[src/rtl/serial_bcd_alu_n.sv]
// Digit-serial BCD add/subtract unit, DIGITS digits per operand.
// Framed serial input, signed-magnitude serial output with valid strobe.
module serial_bcd_alu_n #(
  parameter int DIGITS = 4
) (
  input  logic clk,
  input  logic rst,
  input  logic en,
  input  logic in,
  output logic result,
  output logic out_valid,
  output logic busy,
  output logic err
);

  localparam int N_IN  = 1 + 8 * DIGITS;
  localparam int N_OUT = 1 + 4 * (DIGITS + 1);
  localparam int SW    = 4 * DIGITS;

  typedef enum logic [2:0] {
    IDLE, LOAD, CALC, FIX, SHIFT
  } state_t;

  state_t state, state_n;

  logic [N_IN-1:0]  frame;
  logic [N_OUT-1:0] res;
  logic [6:0]       cnt;
  logic             carry;
  logic             err_q;

  logic       op, bad, full, last_d, last_s;
  logic [3:0] a_d, b_d, opd, c_dig, f_dig;
  logic [4:0] c_sum, f_sum;
  logic       c_cy, f_cy;

  assign op     = frame[N_IN-1];
  assign a_d    = frame[SW+3:SW];
  assign b_d    = frame[3:0];
  assign full   = cnt == 7'(N_IN);
  assign last_d = cnt == 7'(DIGITS - 1);
  assign last_s = cnt == 7'(N_OUT - 1);

  always_comb begin
    bad = 1'b0;
    for (int k = 0; k < 2 * DIGITS; k++)
      if (frame[4*k +: 4] > 4'd9) bad = 1'b1;
  end

  // Subtract adds the nines' complement of B with carry-in 1.
  always_comb begin
    opd   = op ? 4'd9 - b_d : b_d;
    c_sum = {1'b0, a_d} + {1'b0, opd} + {4'b0, carry};
    c_cy  = c_sum > 5'd9;
    c_dig = c_cy ? 4'(c_sum - 5'd10) : c_sum[3:0];
    f_sum = 5'd9 - {1'b0, res[3:0]} + {4'b0, carry};
    f_cy  = f_sum > 5'd9;
    f_dig = f_cy ? 4'(f_sum - 5'd10) : f_sum[3:0];
  end

  always_ff @(posedge clk) begin
    if (rst) state <= IDLE;
    else     state <= state_n;
  end

  always_comb begin
    state_n = state;
    unique case (state)
      IDLE:  if (en) state_n = LOAD;
      LOAD:  if (!en) state_n = full ? CALC : IDLE;
      CALC: begin
        if (bad)
          state_n = IDLE;
        else if (last_d)
          state_n = (op && !c_cy) ? FIX : SHIFT;
      end
      FIX:   if (last_d) state_n = SHIFT;
      SHIFT: if (last_s) state_n = IDLE;
      default: state_n = IDLE;
    endcase
  end

  always_comb begin
    busy      = state == CALC || state == FIX ||
                state == SHIFT;
    out_valid = state == SHIFT;
    result    = out_valid & res[N_OUT-1];
    err       = err_q;
  end

  always_ff @(posedge clk) begin
    if (rst) begin
      frame <= '0;
      res   <= '0;
      cnt   <= '0;
      carry <= 1'b0;
      err_q <= 1'b0;
    end else begin
      err_q <= 1'b0;
      unique case (state)
        IDLE: begin
          if (en) begin
            frame <= {frame[N_IN-2:0], in};
            cnt   <= 7'd1;
          end
        end
        LOAD: begin
          if (en) begin
            if (!full) begin
              frame <= {frame[N_IN-2:0], in};
              cnt   <= cnt + 7'd1;
            end
          end else begin
            cnt <= '0;
            if (!full || bad) err_q <= 1'b1;
            if (full) carry <= op;
          end
        end
        CALC: begin
          if (bad) begin
            cnt <= '0;
          end else begin
            res[SW-1:0] <= SW'({c_dig, res[SW-1:0]} >> 4);
            frame <= {frame[N_IN-1:2*SW],
                      frame[2*SW-1:SW] >> 4,
                      frame[SW-1:0] >> 4};
            carry <= c_cy;
            cnt   <= cnt + 7'd1;
            if (last_d) begin
              cnt              <= '0;
              res[N_OUT-1]     <= op & ~c_cy;
              res[SW+3:SW]     <= {3'b0, ~op & c_cy};
              if (op) carry    <= 1'b1;
            end
          end
        end
        FIX: begin
          res[SW-1:0] <= SW'({f_dig, res[SW-1:0]} >> 4);
          carry <= f_cy;
          cnt   <= last_d ? 7'd0 : cnt + 7'd1;
        end
        SHIFT: begin
          res <= {res[N_OUT-2:0], 1'b0};
          cnt <= last_s ? 7'd0 : cnt + 7'd1;
        end
        default: cnt <= '0;
      endcase
    end
  end

endmodule

[config.mk]
export PLATFORM = sky130hd
export DESIGN_NAME = serial_bcd_alu_n
export DESIGN_NICKNAME = d
export VERILOG_FILES = /design/src/rtl/serial_bcd_alu_n.sv
export SDC_FILE = /design/constraint.sdc
export NUM_CORES = 1
export LEC_CHECK = 0
export ABC_AREA = 0
export BUFFER_PORTS_ARGS = -buffer_cell sky130_fd_sc_hd__buf_2
export CAP_MARGIN = 0
export CORE_ASPECT_RATIO = 1.25
export CORE_MARGIN = 10
export CORE_UTILIZATION = 30
export CTS_CLUSTER_DIAMETER = 80
export DETAILED_ROUTE_END_ITERATION = 10
export PLACE_DENSITY_LB_ADDON = 0.05
export SYNTH_ARGS = -nofsm -noshare
export SYNTH_HDL_FRONTEND = slang
export SYNTH_SLANG_ARGS = --single-unit
[constraint.sdc]
create_clock -name clk -period 3.7 [get_ports clk]
set_input_delay 0.925 -clock clk [delete_from_list [all_inputs] [get_ports clk]]
set_output_delay 0.925 -clock clk [all_outputs]
set_load 0.05 [all_outputs]
**Word-level counts from Yosys, hierarchy flattened**

Cells that the tools add are included.

- Output and inout bits: 4
- Bits in latches: 0
- Memories: 0
- Memory bits (read-only): 0
- Bits of input ports: 4
- Bits in writable memories: 0
- Register bits after elaboration: 66
- Word-level logic and storage cells: 114

- Add/sub/neg operators: 8
- Order comparisons: 10
- Shifts and indexed selects: 0
- Mux-type cells: 43
- Bitwise gates (word level): 7
- Equal/unequal tests: 18
- Divide/modulo/power cells: 0
- Reduce and logical (&&, ||, !) cells: 20
- $mul: 0

Operator list:

| cell | number |
|---|---|
| 33-bit 2-to-1 mux | 3 |
| 33-bit one-hot mux with 3 select lines | 1 |
| 16-bit one-hot mux with 3 select lines | 1 |
| 7-bit 2-to-1 mux | 6 |
| 7-bit one-hot mux with 5 select lines | 1 |
| 4-bit greater-than comparator (second input constant) | 8 |
| 32-bit 2-to-1 mux | 1 |
| 21-bit 2-to-1 mux | 1 |
| 3-bit 2-to-1 mux | 7 |
| 2-bit != test (second input constant) | 8 |
| 3-bit one-hot mux with 5 select lines | 1 |
| 5-bit AND reduction | 3 |
| 1-bit 2-to-1 mux | 14 |
| 4-bit 2-to-1 mux | 3 |
| 5-bit by 1-bit adder with 5-bit output | 2 |
| 5-bit by 4-bit greater-than comparator with 1-bit output (second input constant) | 2 |
| 5-bit one-hot mux with 2 select lines | 1 |
| 3-bit nonzero test | 3 |
| 4-bit subtractor (second input constant) | 2 |
| 7-bit by 1-bit adder with 7-bit output (second input constant) | 1 |
| 7-bit by 2-bit equality test with 1-bit output (second input constant) | 1 |
| 7-bit by 5-bit equality test with 1-bit output (second input constant) | 1 |
| 7-bit by 6-bit equality test with 1-bit output (second input constant) | 1 |
| 3-bit by 2-bit equality test with 1-bit output (second input constant) | 2 |
| 21 further kinds | 32 |

**Longest topological paths before layout**

- Depth after elaboration: 11
- Gate-level depth with buffers: 12
- Gate-level depth less buffers: 12

**Least setup slack after synthesis**

Ideal clock, no wire load.

- Path kind: register to register
- Start point: reg frame[32]
- End point: reg state[2]
- Required time: 3584 ps
- Slack: 647 ps
- Cell stages (with the launch flop): 12
- Buffers on the path: 1
- Library setup time: 116 ps
- Clock period less this slack: 3053 ps
- Arrival time: 2937 ps
- Cell sequence: dfxtp_1 clkbuf_1 xnor2_1 fa_1 inv_1 fa_1 xnor2_1 ha_1 a21boi_0 nor4_4 or3_1 a31o_2

- Cells in the longest elaborated chain, start to end: 10

Ends and longest elaborated chain:

| item | RTL line | source |
|---|---|---|
| start: declaration | 26 | `logic [N_IN-1:0] frame;` |
| start signal: assignment | 103 | `frame <= {frame[N_IN-2:0], in};` |
| start signal: assignment | 110 | `frame <= {frame[N_IN-2:0], in};` |
| start signal: assignment | 124 | `frame <= {frame[N_IN-1:2*SW],` |
| 4-bit 2-to-1 mux | 52 | `opd = op ? 4'd9 - b_d : b_d;` |
| 4-bit by 4-bit adder with 5-bit output | 53 | `c_sum = {1'b0, a_d} + {1'b0, opd} + {4'b0, carry};` |
| 5-bit by 1-bit adder with 5-bit output | 53 |  |
| 5-bit by 4-bit greater-than comparator with 1-bit output | 54 | `c_cy = c_sum > 5'd9;` |
| 1-bit zero test | 75 | `state_n = (op && !c_cy) ? FIX : SHIFT;` |
| 1-bit logical AND (*) | 75 |  |
| 3-bit 2-to-1 mux (*) | 75 |  |
| 3-bit 2-to-1 mux (*) | 74 | `else if (last_d)` |
| 3-bit 2-to-1 mux (*) | 72 | `if (bad)` |
| 3-bit one-hot mux with 5 select lines (*) | 68 | `unique case (state)` |
| end signal: assignment | 63 | `else state <= state_n;` |
| end: declaration | 24 | `state_t state, state_n;` |

Mark *: on every way between the ends. The rest lies on a longest branch, timed or not. The select of a mux whose other input is x is not followed.
A chain may end at the register's enable or synchronous reset.

**Final worst setup path**

- Start point: reg frame[1]
- End point: reg state[2]

- Cells in the longest elaborated chain, start to end: 11
- Elaborated cells between the ends (all ways): 22
- Classes of those cells: 3 x add/sub; 2 x order compare; 1 x eq/ne; 13 x mux; 3 x reduce/logical

Ends and longest elaborated chain:

| item | RTL line |
|---|---|
| 4-bit subtractor / 4-bit greater-than comparator (equally long branches) | 52, 47 |
| 4-bit 2-to-1 mux / 1-bit 2-to-1 mux (equally long branches) | 52, 47 |
| 4-bit by 4-bit adder with 5-bit output / 1-bit 2-to-1 mux (equally long branches) | 53, 47 |
| 5-bit by 1-bit adder with 5-bit output / 1-bit 2-to-1 mux (equally long branches) | 53, 47 |
| 5-bit by 4-bit greater-than comparator with 1-bit output / 1-bit 2-to-1 mux (equally long branches) | 54, 47 |
| 1-bit zero test / 1-bit 2-to-1 mux (equally long branches) | 75, 47 |
| 1-bit logical AND / 1-bit 2-to-1 mux (equally long branches) | 75, 47 |
| 3-bit 2-to-1 mux / 1-bit 2-to-1 mux (equally long branches) | 75, 47 |
| 3-bit 2-to-1 mux / 1-bit 2-to-1 mux (equally long branches) | 74, 47 |
| 3-bit 2-to-1 mux / 3-bit != test (equally long branches) | n/a |
| 3-bit one-hot mux with 5 select lines / 5-bit AND reduction (equally long branches) | n/a |

Parallel ways exist; a longest one is shown, timed or not. The select of a mux whose other input is x is not followed.

==> flow_summary_export.csv <==
group,metric,value,unit
routing,via_per_inst,5.25,
layout,areaGrowthSynthToFinish,11.9,%
synthesis,synth_commonest_cells,"dfxtp_1, nor2_1, nand2_1, a211oi_1, mux2i_1",
synthesis,synth_warnings,0,
critical_path,cp_slowest_stage_delay,550,ps
global_route,grt_usage,11.8,%
routing,first_pass_iters,4,
sta,slew_headroom,57.2,%
place,routabilityCongestion,0.811,
critical_path,crit_top_cell,"ha_1",
synthesis,synth_area_per_cell,8.31,um^2
layout,antenna-diode-count,0,
sta,post-route-period-util,87.8,%
synthesis,yosysMostFrequentCell,"dfxtp_1",
place,place_ws,447,ps
critical_path,required,3940,ps
pwr,total_power,0.00187,W
routing,vias,3245,
synthesis,yosysTopAreaCell,"dfxtp_1",
floorplan,pin_count,8,
routing,wl_per_cell,16.4,um
pwr,swShare,25.8,%
global_route,grt_start_max_net_pins,49,
critical_path,worstPathMaxFanout,6,
pwr,p_sw,0.000483,W
pwr,seqPwrFrac,40.3,%
sta,final_max_slew_viol_count,0,
routing,wl,10100,um
sta,clock.fmax,308,MHz
synthesis,synth_cell_type_count,58,
global_route,grt_pass1_vias,3195,
cts,clock_latency,350,ps
global_route,overflow,0,
critical_path,path_class,"register to register",
synthesis,ys_top_cells_by_area,"dfxtp_1, mux2i_1, nor2_1",
sta,fin_skew,7.78,ps
run,maxCapViolCount,0,
synthesis,synth_fp_nets,474,
cts,cts_inserted_buffers,9,
sta,tns,0,ps
sta,hold_violations,0,
critical_path,cp_cell_sequence,"inv_1 > ha_1 > nand2_1 > o21ai_0 > ha_1 > xnor2_1 > ha_1 > a21boi_0 > nor4_4 > or3_1 > a31o_2",
pwr,p_clk_share,50.0,%
critical_path,critPathSlowestCell,"a21boi_0",
sta,worst_slew_pin_slew,636,ps
outcome,status,"finished clean",
cts,clockBufferDepth,2,
floorplan,die_y,146,um
synthesis,synth-seq-cells,66,
synthesis,syn-cell-area,0.00378,mm^2
synthesis,synthArstFlopShare,0,%
pwr,power_density,443,mW/mm^2
layout,final_net_count,468,
cts,h-tree-depth,3,
sta,rsz0062_at_grt,"false",
routing,drt_iter0_markers,159,
critical_path,arrival,3490,ps
sta,min_period,3250,ps
place,port_buffers,7,
floorplan,rows,45,
routing,drtAntennaViolNets,0,
cts,cts_tree,"built",
global_route,grt_pass1_wl,16900,um
cts,cts_setup_buffers,0,
sta,setup_viol,0,
synthesis,synth_edf_count,0,
sta,fin_ws,451,ps
global_route,antenna_found_initial,0,
min_path,min_path_type,"register to register",
cts,cts_resized,0,
synthesis,synth_ff_type,"dfxtp_1",
cts,cts.sinks,66,
pwr,pwr-share-comb,9.7,%
cts,postCtsHoldBufs,0,
floorplan,core_region_area,0.0123,mm^2
layout,fillers,1337,
floorplan,dieArea,0.0175,mm^2
pwr,p_leak,1.47,nW
critical_path,cp-start-kind,"register",
cts,root_buffer,"clkbuf_16",
synthesis,yosys.area.top_type_share,34.9,%
pwr,intPower,0.00139,W
routing,drcViolationCount,0,
critical_path,cp-end-kind,"register",
cts,path_clk_slew,60,ps
synthesis,yosysSeqAreaShare,34.9,%
pwr,vdd_drop_max,0.000204,V
place,placed_area,0.00391,mm^2
layout,final_area,0.00423,mm^2
floorplan,die_w,120,um
floorplan,start_util,30.8,%
layout,drive_gt1_share,8.59,%
synthesis,netlist_instances,455,
layout,multi_input_area,0.00222,mm^2
place,place_hpwl,7040,um
layout,regArea,0.00132,mm^2
-- cells in the final DEF (no fill, tap or decap), drive strengths merged, types with 3 or more instances in the layout --
cell | netlist | routed
nand2b | 4 | 4
a31oi | 9 | 9
a22oi | 12 | 12
dfxtp | 66 | 66
xnor2 | 5 | 5
o21a | 7 | 7
buf | 18 | 16
o21ai | 26 | 26
o31ai | 4 | 4
nor2b | 3 | 3
inv | 15 | 15
and2 | 3 | 3
clkbuf | 15 | 10
nor3 | 13 | 13
or3 | 4 | 4
ha | 13 | 13
nand3 | 10 | 10
a21oi | 13 | 13
nor2 | 65 | 65
clkinvlp | 0 | 3
nand4 | 3 | 3
and3 | 6 | 6
a311oi | 11 | 11
a211oi | 26 | 26
mux2i | 26 | 26
a41oi | 4 | 4
nand2 | 39 | 39
-- cells by family after synthesis --
logic type | count (synthesis) | share of synthesized area (%)
mux | 26 | 6.88
fa+ha+maj | 15 | 5.36
simple gates | 159 | 19.7
buf+inv | 49 | 6.45
xor+xnor | 5 | 1.16
compound gates | 135 | 25.5
flops | 66 | 34.9
-- registers in the layout, summed over array words and instances, names as in the netlist --
| register | flops |
|---|---|
| res | 21 |
| carry | 1 |
| err | 1 |
| frame | 33 |
| state | 3 |
| cnt | 7 |
-- metrics by stage --
step	hold WS [ps]	util (%)	std cells
floorplan	448	-	455
global placement	481	31.9	602
detailed placement	492	31.9	602
CTS	500	34.5	618
global route	517	34.5	618
finish	497	34.5	618
-- worst max-delay path: cells and delay by family, from the launching register on --
family | cells | cell delay [ps]
buf+inv | 1 | 70
simple gates | 3 | 570
compound gates | 3 | 870
xor+xnor | 1 | 320
fa+ha+maj | 3 | 870
flops | 1 | 440
-- routing by layer --
layer  vias to the layer above  global-route usage, %  share of wire [%]
li1                       1657                      -                  -
met5                         -                      0                  0
met4                         0                   6.89                3.3
met1                      1538                   14.3                 47
met2                        29                   19.1                 48
met3                        21                   2.13                1.8
-- area by class of cell --
type	count	share of cell area, %
clock buffer	10	5.41
clock inverter	6	2.16
inverter	16	1.42
multi-input combinational	340	52.5
sequential	66	31.2
tap	164	4.85
timing repair buffer	16	2.43
-- path summary, 6_finish.rpt --
kind	start	to	slack (ps)	cells after the start
worst min register to register	cnt[6]$_SDFFE_PP0P_	cnt[6]$_SDFFE_PP0P_	500	1
worst min-delay path	cnt[6]$_SDFFE_PP0P_	cnt[6]$_SDFFE_PP0P_	500	1
worst max-delay path	frame[1]$_SDFFE_PP0P_	state[2]$_SDFFE_PP0P_	450	11
worst max register to register	frame[1]$_SDFFE_PP0P_	state[2]$_SDFFE_PP0P_	450	11
-- power by group through the flow --
stage	Clock [W]	Sequential, W	Combinational (W)
finish	0.000938	0.000755	0.000182
floorplan	0	0.000764	0.000147
global placement	0	0.000772	0.000181
global route	0.000984	0.000758	0.000208
detailed placement	0	0.000772	0.000183
CTS	0.000967	0.000756	0.000184
(Power assumes the default switching activity.)
